## src/rtl/pwm_current_ctrl_if.sv

```systemverilog
// rtl/pwm_current_ctrl_if.sv - control/status bundle for the current-mode PWM controller
//
// Purpose: groups the run request, current set-point/estimate and the switch
// drive/status outputs of pwm_current_ctrl into one connection.
// Signals:
//   enable     run request (low = idle, also clears a latched fault)
//   i_target   requested coil current, ADC code (code ^ 0x7FF = signed DN)
//   iest_coil  estimated coil current, same format
//   pwm        switch drive, high = switch on
//   fault      latched over-current indication
//   state      IDLE=0, ON=1, OFF=2, FAULT=3
//   pulse_cnt  completed pulses since leaving IDLE, wraps
// Modports: master drives the requests (system/bench), slave is the controller.
interface pwm_current_ctrl_if;
  logic        enable;
  logic [11:0] i_target;
  logic [11:0] iest_coil;
  logic        pwm;
  logic        fault;
  logic [1:0]  state;
  logic [15:0] pulse_cnt;

  modport master (
    output enable, i_target, iest_coil,
    input  pwm, fault, state, pulse_cnt
  );

  modport slave (
    input  enable, i_target, iest_coil,
    output pwm, fault, state, pulse_cnt
  );
endinterface

```

## src/rtl/pwm_current_ctrl.sv

```systemverilog
// rtl/pwm_current_ctrl.sv - hysteretic current-mode PWM controller with min/max timing and over-current trip
//
// Purpose: drives a coil switch so the estimated coil current stays inside
// i_target +/- HYST. The switch is held on for at least MIN_ON and at most
// MAX_ON cycles and off for at least MIN_OFF cycles. An estimate at or above
// I_LIMIT trips a latched fault that only enable=0 clears.
// Ports:
//   clk    clock (48 MHz)
//   reset  synchronous, active-high
//   bus    pwm_current_ctrl_if.slave: enable, i_target, iest_coil in;
//          pwm, fault, state, pulse_cnt out (all outputs registered)
module pwm_current_ctrl #(
  parameter int MIN_ON  = 24,
  parameter int MIN_OFF = 24,
  parameter int MAX_ON  = 480,
  parameter int HYST    = 21,
  parameter int I_LIMIT = 1845
) (
  input  logic               clk,
  input  logic               reset,
  pwm_current_ctrl_if.slave  bus
);

  generate
    if (MIN_ON < 1 || MIN_OFF < 1 || MIN_ON > MAX_ON) begin : g_bad_params
      $error("pwm_current_ctrl: parameters need 1 <= MIN_ON <= MAX_ON and MIN_OFF >= 1");
    end
  endgenerate

  localparam logic [1:0] ST_IDLE  = 2'd0;
  localparam logic [1:0] ST_ON    = 2'd1;
  localparam logic [1:0] ST_OFF   = 2'd2;
  localparam logic [1:0] ST_FAULT = 2'd3;

  // One counter width serves both phases; it must hold the larger of the
  // on-time ceiling and the off-time saturation value.
  localparam int CNT_MAX = (MAX_ON > MIN_OFF) ? MAX_ON : MIN_OFF;
  localparam int CW      = $clog2(CNT_MAX + 1);

  localparam logic [CW-1:0] MIN_ON_C  = CW'(MIN_ON);
  localparam logic [CW-1:0] MIN_OFF_C = CW'(MIN_OFF);
  localparam logic [CW-1:0] MAX_ON_C  = CW'(MAX_ON);
  localparam logic [CW-1:0] ONE_C     = CW'(1);

  localparam logic signed [12:0] HYST_S = 13'(HYST);
  localparam logic signed [12:0] ILIM_S = 13'(I_LIMIT);

  logic [1:0]    state_q;
  logic [1:0]    state_nx;
  logic [CW-1:0] on_cnt_q;
  logic [CW-1:0] off_cnt_q;
  logic [15:0]   pulse_cnt_q;
  logic          pwm_q;
  logic          fault_q;

  // Current decode: flipping the low 11 bits turns the offset ADC code into
  // two's complement. Extending to 13 bits keeps target +/- HYST from
  // wrapping at either end of the 12-bit range.
  logic [11:0]        meas_tc;
  logic [11:0]        tgt_tc;
  logic signed [12:0] i_meas;
  logic signed [12:0] i_tgt;
  logic signed [12:0] lo_th;
  logic signed [12:0] hi_th;
  logic               over_current;

  assign meas_tc = bus.iest_coil ^ 12'h7FF;
  assign tgt_tc  = bus.i_target ^ 12'h7FF;
  assign i_meas  = $signed({meas_tc[11], meas_tc});
  assign i_tgt   = $signed({tgt_tc[11], tgt_tc});
  assign lo_th   = i_tgt - HYST_S;
  assign hi_th   = i_tgt + HYST_S;
  assign over_current = (i_meas >= ILIM_S);

  // Next-state decision. Dropping enable wins over everything, so a fault
  // can always be cleared; otherwise over-current wins over the timing rules.
  always_comb begin
    state_nx = state_q;
    if (!bus.enable) begin
      state_nx = ST_IDLE;
    end else begin
      unique case (state_q)
        ST_IDLE: begin
          state_nx = over_current ? ST_FAULT : ST_OFF;
        end
        ST_OFF: begin
          if (over_current)
            state_nx = ST_FAULT;
          else if (off_cnt_q >= MIN_OFF_C && i_meas <= lo_th)
            state_nx = ST_ON;
        end
        ST_ON: begin
          if (over_current)
            state_nx = ST_FAULT;
          else if ((on_cnt_q >= MIN_ON_C && i_meas >= hi_th) || on_cnt_q == MAX_ON_C)
            state_nx = ST_OFF;
        end
        ST_FAULT: begin
          state_nx = ST_FAULT;
        end
        default: begin
          state_nx = ST_IDLE;
        end
      endcase
    end
  end

  // pwm and fault are registered copies of the decoded next state, so they
  // switch on the same edge as state and never glitch.
  always_ff @(posedge clk) begin
    if (reset) begin
      state_q     <= ST_IDLE;
      on_cnt_q    <= '0;
      off_cnt_q   <= '0;
      pulse_cnt_q <= '0;
      pwm_q       <= 1'b0;
      fault_q     <= 1'b0;
    end else begin
      state_q <= state_nx;
      pwm_q   <= (state_nx == ST_ON);
      fault_q <= (state_nx == ST_FAULT);

      unique case (state_nx)
        ST_OFF: begin
          on_cnt_q <= '0;
          // Coming out of IDLE the switch has been off indefinitely, so the
          // off-time minimum is treated as already met.
          if (state_q == ST_IDLE)
            off_cnt_q <= MIN_OFF_C;
          else if (state_q != ST_OFF)
            off_cnt_q <= ONE_C;
          else if (off_cnt_q < MIN_OFF_C)
            off_cnt_q <= off_cnt_q + ONE_C;
        end
        ST_ON: begin
          off_cnt_q <= '0;
          if (state_q == ST_ON)
            on_cnt_q <= on_cnt_q + ONE_C;
          else
            on_cnt_q <= ONE_C;
        end
        default: begin
          on_cnt_q  <= '0;
          off_cnt_q <= '0;
        end
      endcase

      // The pulse count restarts when a run begins and is kept through IDLE
      // so an aborted run can still be read back. Only an ON->OFF transition
      // completes a pulse; aborts and trips do not count.
      if (state_q == ST_IDLE && state_nx != ST_IDLE)
        pulse_cnt_q <= '0;
      else if (state_q == ST_ON && state_nx == ST_OFF)
        pulse_cnt_q <= pulse_cnt_q + 16'd1;
    end
  end

  assign bus.pwm       = pwm_q;
  assign bus.fault     = fault_q;
  assign bus.state     = state_q;
  assign bus.pulse_cnt = pulse_cnt_q;

endmodule
```

## src/flat_wrapper.sv

```systemverilog
// flat-port wrapper written by rule: the top's interface ports become plain ports
module pwm_current_ctrl_flat 
#(
  parameter int MIN_ON  = 24,
  parameter int MIN_OFF = 24,
  parameter int MAX_ON  = 480,
  parameter int HYST    = 21,
  parameter int I_LIMIT = 1845
)
  (clk, reset, bus_enable, bus_i_target, bus_iest_coil, bus_pwm, bus_fault, bus_state, bus_pulse_cnt);
  pwm_current_ctrl_if bus_i ();
  input  logic clk;
  input  logic reset;
  input wire logic [$bits(bus_i.enable)-1:0] bus_enable;
  input wire logic [$bits(bus_i.i_target)-1:0] bus_i_target;
  input wire logic [$bits(bus_i.iest_coil)-1:0] bus_iest_coil;
  output wire logic [$bits(bus_i.pwm)-1:0] bus_pwm;
  output wire logic [$bits(bus_i.fault)-1:0] bus_fault;
  output wire logic [$bits(bus_i.state)-1:0] bus_state;
  output wire logic [$bits(bus_i.pulse_cnt)-1:0] bus_pulse_cnt;
  assign bus_i.enable = bus_enable;
  assign bus_i.i_target = bus_i_target;
  assign bus_i.iest_coil = bus_iest_coil;
  assign bus_pwm = bus_i.pwm;
  assign bus_fault = bus_i.fault;
  assign bus_state = bus_i.state;
  assign bus_pulse_cnt = bus_i.pulse_cnt;
  pwm_current_ctrl #(.MIN_ON(MIN_ON), .MIN_OFF(MIN_OFF), .MAX_ON(MAX_ON), .HYST(HYST), .I_LIMIT(I_LIMIT)) u_core (.clk(clk), .reset(reset), .bus(bus_i));
endmodule
```

## config.mk

```make
export PLATFORM = sky130hd
export DESIGN_NAME = pwm_current_ctrl_flat
export DESIGN_NICKNAME = d
export VERILOG_FILES = /design/src/rtl/pwm_current_ctrl_if.sv /design/src/rtl/pwm_current_ctrl.sv /design/src/flat_wrapper.sv
export SDC_FILE = /design/constraint.sdc
export NUM_CORES = 1
export LEC_CHECK = 0
export CAP_MARGIN = 10
export CORE_MARGIN = 4
export CORE_UTILIZATION = 58
export CTS_CLUSTER_SIZE = 20
export DETAILED_ROUTE_END_ITERATION = 16
export DONT_BUFFER_PORTS = 1
export PLACE_DENSITY = 0.86
export REMOVE_ABC_BUFFERS = 1
export SYNTH_ARGS = -nofsm -noshare
export SYNTH_HDL_FRONTEND = slang
export SYNTH_SLANG_ARGS = --single-unit
export TNS_END_PERCENT = 30
```

## constraint.sdc

```tcl
create_clock -name clk -period 3.1 [get_ports clk]
set_input_delay 0.31 -clock clk [delete_from_list [all_inputs] [get_ports clk]]
set_output_delay 0.31 -clock clk [all_outputs]
set_load 0.03 [all_outputs]
```

==> reports/metrics.cfg <==
[cells_and_area]
fin_nets = 425
num-fill-cells = 378
multi_input_gate_area_um2 = 2030
share_of_cells_above_drive_strength_1 = 0.144
num_antenna_cells = 0
final-seq-area_um2 = 761
area_growth_pct = 11.9

[placement]
dp_worst_setup_slack_ns = -0.295
detailedPlacementHpwl_um = 5130
finalWeightedCongestion = 0.899
count_of_buffers_inserted_at_the_top_level_ports = 0

[sta]
hold_vio_cnt_final = 0
relSlewSlack = 0.600
tightest_slew_ns = 0.600
finalSetupViolations = 0
report.final.slew_viol_count = 0
fmax_mhz = 327
worst_clock_skew_ns = 0.00757
fin_crit_sh = 0.987
setup_repair_after_global_routing_missed_its_margin = true
final_period_minus_worst_setup_slack_ns = 3.06
post_route_worst_setup_slack_ns = 0.0393

[clock_network]
clock-sinks = 38
clk_root_buffer_cell = sky130_fd_sc_hd__clkbuf_8
clk_latency_ns = 0.30
h-tree-depth = 2
clk_pin_slew_worst_paths_ns = 0.08
cts_buf_count = 5
cts_buffer_depth = 2
tritoncts = built
cts_hold_buf = 0

[synthesis]
ys_ff_latch = 38
synth.area.top_cells = sky130_fd_sc_hd__dfxtp_1, sky130_fd_sc_hd__ha_1, sky130_fd_sc_hd__xnor2_1
netlist.top_cell.by_area = sky130_fd_sc_hd__dfxtp_1
post-synth-top-count-cell = sky130_fd_sc_hd__dfxtp_1
synthDistinctLibCells = 51
synth_enable_flop_cells = 0
synth_seq_area_share = 0.263
post_synth_instance_area_um2 = 2890
post-synth-top-area-fraction = 0.263
post_synthesis_mean_instance_area_um2 = 8.16
syn-instance-count = 354
synth_async_sr_flop_share = 0
post_synth_most_frequent_cells = sky130_fd_sc_hd__dfxtp_1, sky130_fd_sc_hd__nor2_1, sky130_fd_sc_hd__ha_1
synth_top_flop_cell = sky130_fd_sc_hd__dfxtp_1
ys_warn_count = 0

[floorplanning]
start_util = 0.603
die_w_um = 78.6
y_dimension_of_the_die_um = 78.6
core_area_um2 = 4790
top_level_ports = 47
row_cnt = 25
die_area_um2 = 6170

[pwr]
vdd.ir_drop.worst_mv = 0.270
power.density_cell_area_nw_per_um2 = 345
cellLeakagePower_nw = 1.30
report.power.total_mw = 1.12

[detailed_routing]
post-route-drc-count = 0
drt_iter0_drc = 168
postRouteWirelength_um = 6890
dr_total_vias = 2601
detail-route-antenna-nets = 0
vias_per_cell = 5.99
drt-wirelength-per-cell_um = 15.9
1st_pass_router_iterations = 5

[setup_path]
timing.critical_path.required_ns = 3.28
setup.worst_path.start_class = primary input
critPathKind = primary input to flip-flop
end_kind = flip-flop
cp_arrival_ns = 3.24
path_max_fanout = 5

[global_routing]
grt_max_degree = 13
grt.total_usage = 0.224
globalRoute.totalOverflow = 0
grt_pass1_wl_um = 11100
vias_in_the_first_global_route = 2432
antenna_found_initial = 0

[run_status]
outcome = finished, final reports clean

[hold_path]
worstHoldPathType = primary input to flip-flop

[run]
drv_cap = 0

==> routing by layer <==
metal | up-vias | track usage | part of all wire
li1 | 1274 | - | -
met1 | 1226 | 0.285 | 0.43
met2 | 84 | 0.372 | 0.50
met3 | 17 | 0.0413 | 0.050
met4 | 0 | 0.0927 | 0.023
met5 | - | 0 | 0
==> layout by cell type (no fill, tap or decap), types with 6 or more instances in the layout <==
cell and instances:
sky130_fd_sc_hd__nor2_1 33, sky130_fd_sc_hd__nand2b_1 8, sky130_fd_sc_hd__mux2i_1 6, sky130_fd_sc_hd__a21oi_1 24, sky130_fd_sc_hd__inv_1 29, sky130_fd_sc_hd__nor3_1 7
sky130_fd_sc_hd__xnor2_1 17, sky130_fd_sc_hd__nand3_1 11, sky130_fd_sc_hd__dfxtp_1 38, sky130_fd_sc_hd__and3_1 8, sky130_fd_sc_hd__ha_1 32, sky130_fd_sc_hd__and2_1 7
sky130_fd_sc_hd__buf_4 19, sky130_fd_sc_hd__nand2_1 25, sky130_fd_sc_hd__nand4_1 10, sky130_fd_sc_hd__xor2_1 13
==> per-stage QoR <==
| step | setup TNS, ns | hold WS (ns) | instance area (um2) | utilization | cells |
|---|---|---|---|---|---|
| detailed placement | -3.64 | 0.443 | 3060 | 0.639 | 426 |
| CTS | 0 | 0.240 | 3170 | 0.662 | 434 |
| floorplan | -0.250 | 0.420 | 2830 | - | 340 |
| global route | -1.77 | 0.239 | 3230 | 0.675 | 434 |
| global placement | -0.633 | 0.433 | 3060 | 0.639 | 426 |
| finish | 0 | 0.249 | 3230 | 0.675 | 434 |
==> registers in the layout, summed over array words and instances, names as in the netlist <==
register              flops
u_core.off_cnt_q          9
u_core.bus.pwm            1
u_core.bus.state          2
u_core.on_cnt_q           9
u_core.bus.pulse_cnt     16
u_core.bus.fault          1
==> critical path: stages <==
cell and delay, ns:
sky130_fd_sc_hd__ha_1 0.20, sky130_fd_sc_hd__o21a_1 0.19, sky130_fd_sc_hd__o21ai_0 0.40, sky130_fd_sc_hd__nor2_1 0.19, sky130_fd_sc_hd__nand3_1 0.14, sky130_fd_sc_hd__xnor2_1 0.08
sky130_fd_sc_hd__ha_1 0.30, sky130_fd_sc_hd__nand4_1 0.11, sky130_fd_sc_hd__nor3_1 0.20, sky130_fd_sc_hd__buf_4 0.15, sky130_fd_sc_hd__nand4b_1 0.13, sky130_fd_sc_hd__o221a_2 0.17
sky130_fd_sc_hd__nor2_1 0.29, sky130_fd_sc_hd__buf_4 0.20, sky130_fd_sc_hd__o21a_1 0.12, sky130_fd_sc_hd__nor3_1 0.04
==> logic make-up (layout without fill, tap and decap cells) <==
logic type,Yosys count,after routing,synth area share
compound gates,64,64,0.153
xor+xnor,30,30,0.0910
fa+ha+maj,32,32,0.139
buf+inv,43,56,0.0594
flops,38,38,0.263
mux,6,6,0.0208
simple gates,141,141,0.274
==> area by class of cell <==
cell class                 count  area share
sequential                    38       0.235
inverter                      29      0.0337
timing repair buffer          19      0.0442
tap                           67      0.0259
clock buffer                   5      0.0213
multi-input combinational    273       0.627
clock inverter                 3      0.0124
==> power breakdown <==
part           total, mW  leakage, nW  internal (mW)  switching [mW]
clock network      0.413       0.0579          0.237           0.176
registers          0.496        0.307          0.491         0.00498
logic              0.207        0.939         0.0950           0.112
total               1.12         1.30          0.822           0.293
==> final timing paths <==
check | slack, ns | startpoint | endpoint | depth (start not counted)
setup / recovery | 0.04 | bus_i_target[0] | u_core.off_cnt_q[3] | 16
setup reg to reg | 0.70 | u_core.on_cnt_q[4] | u_core.bus.pulse_cnt[1] | 7
hold / removal | 0.25 | bus_enable | u_core.bus.state[1] | 2
hold reg to reg | 0.46 | u_core.off_cnt_q[5] | u_core.off_cnt_q[5] | 1
==> timing repair <==
item	in CTS	in global routing
resized for setup	0	13
setup endpoints to repair	0	25
setup buffers	0	0
No activity file was read; power rests on OpenSTA's default activity.
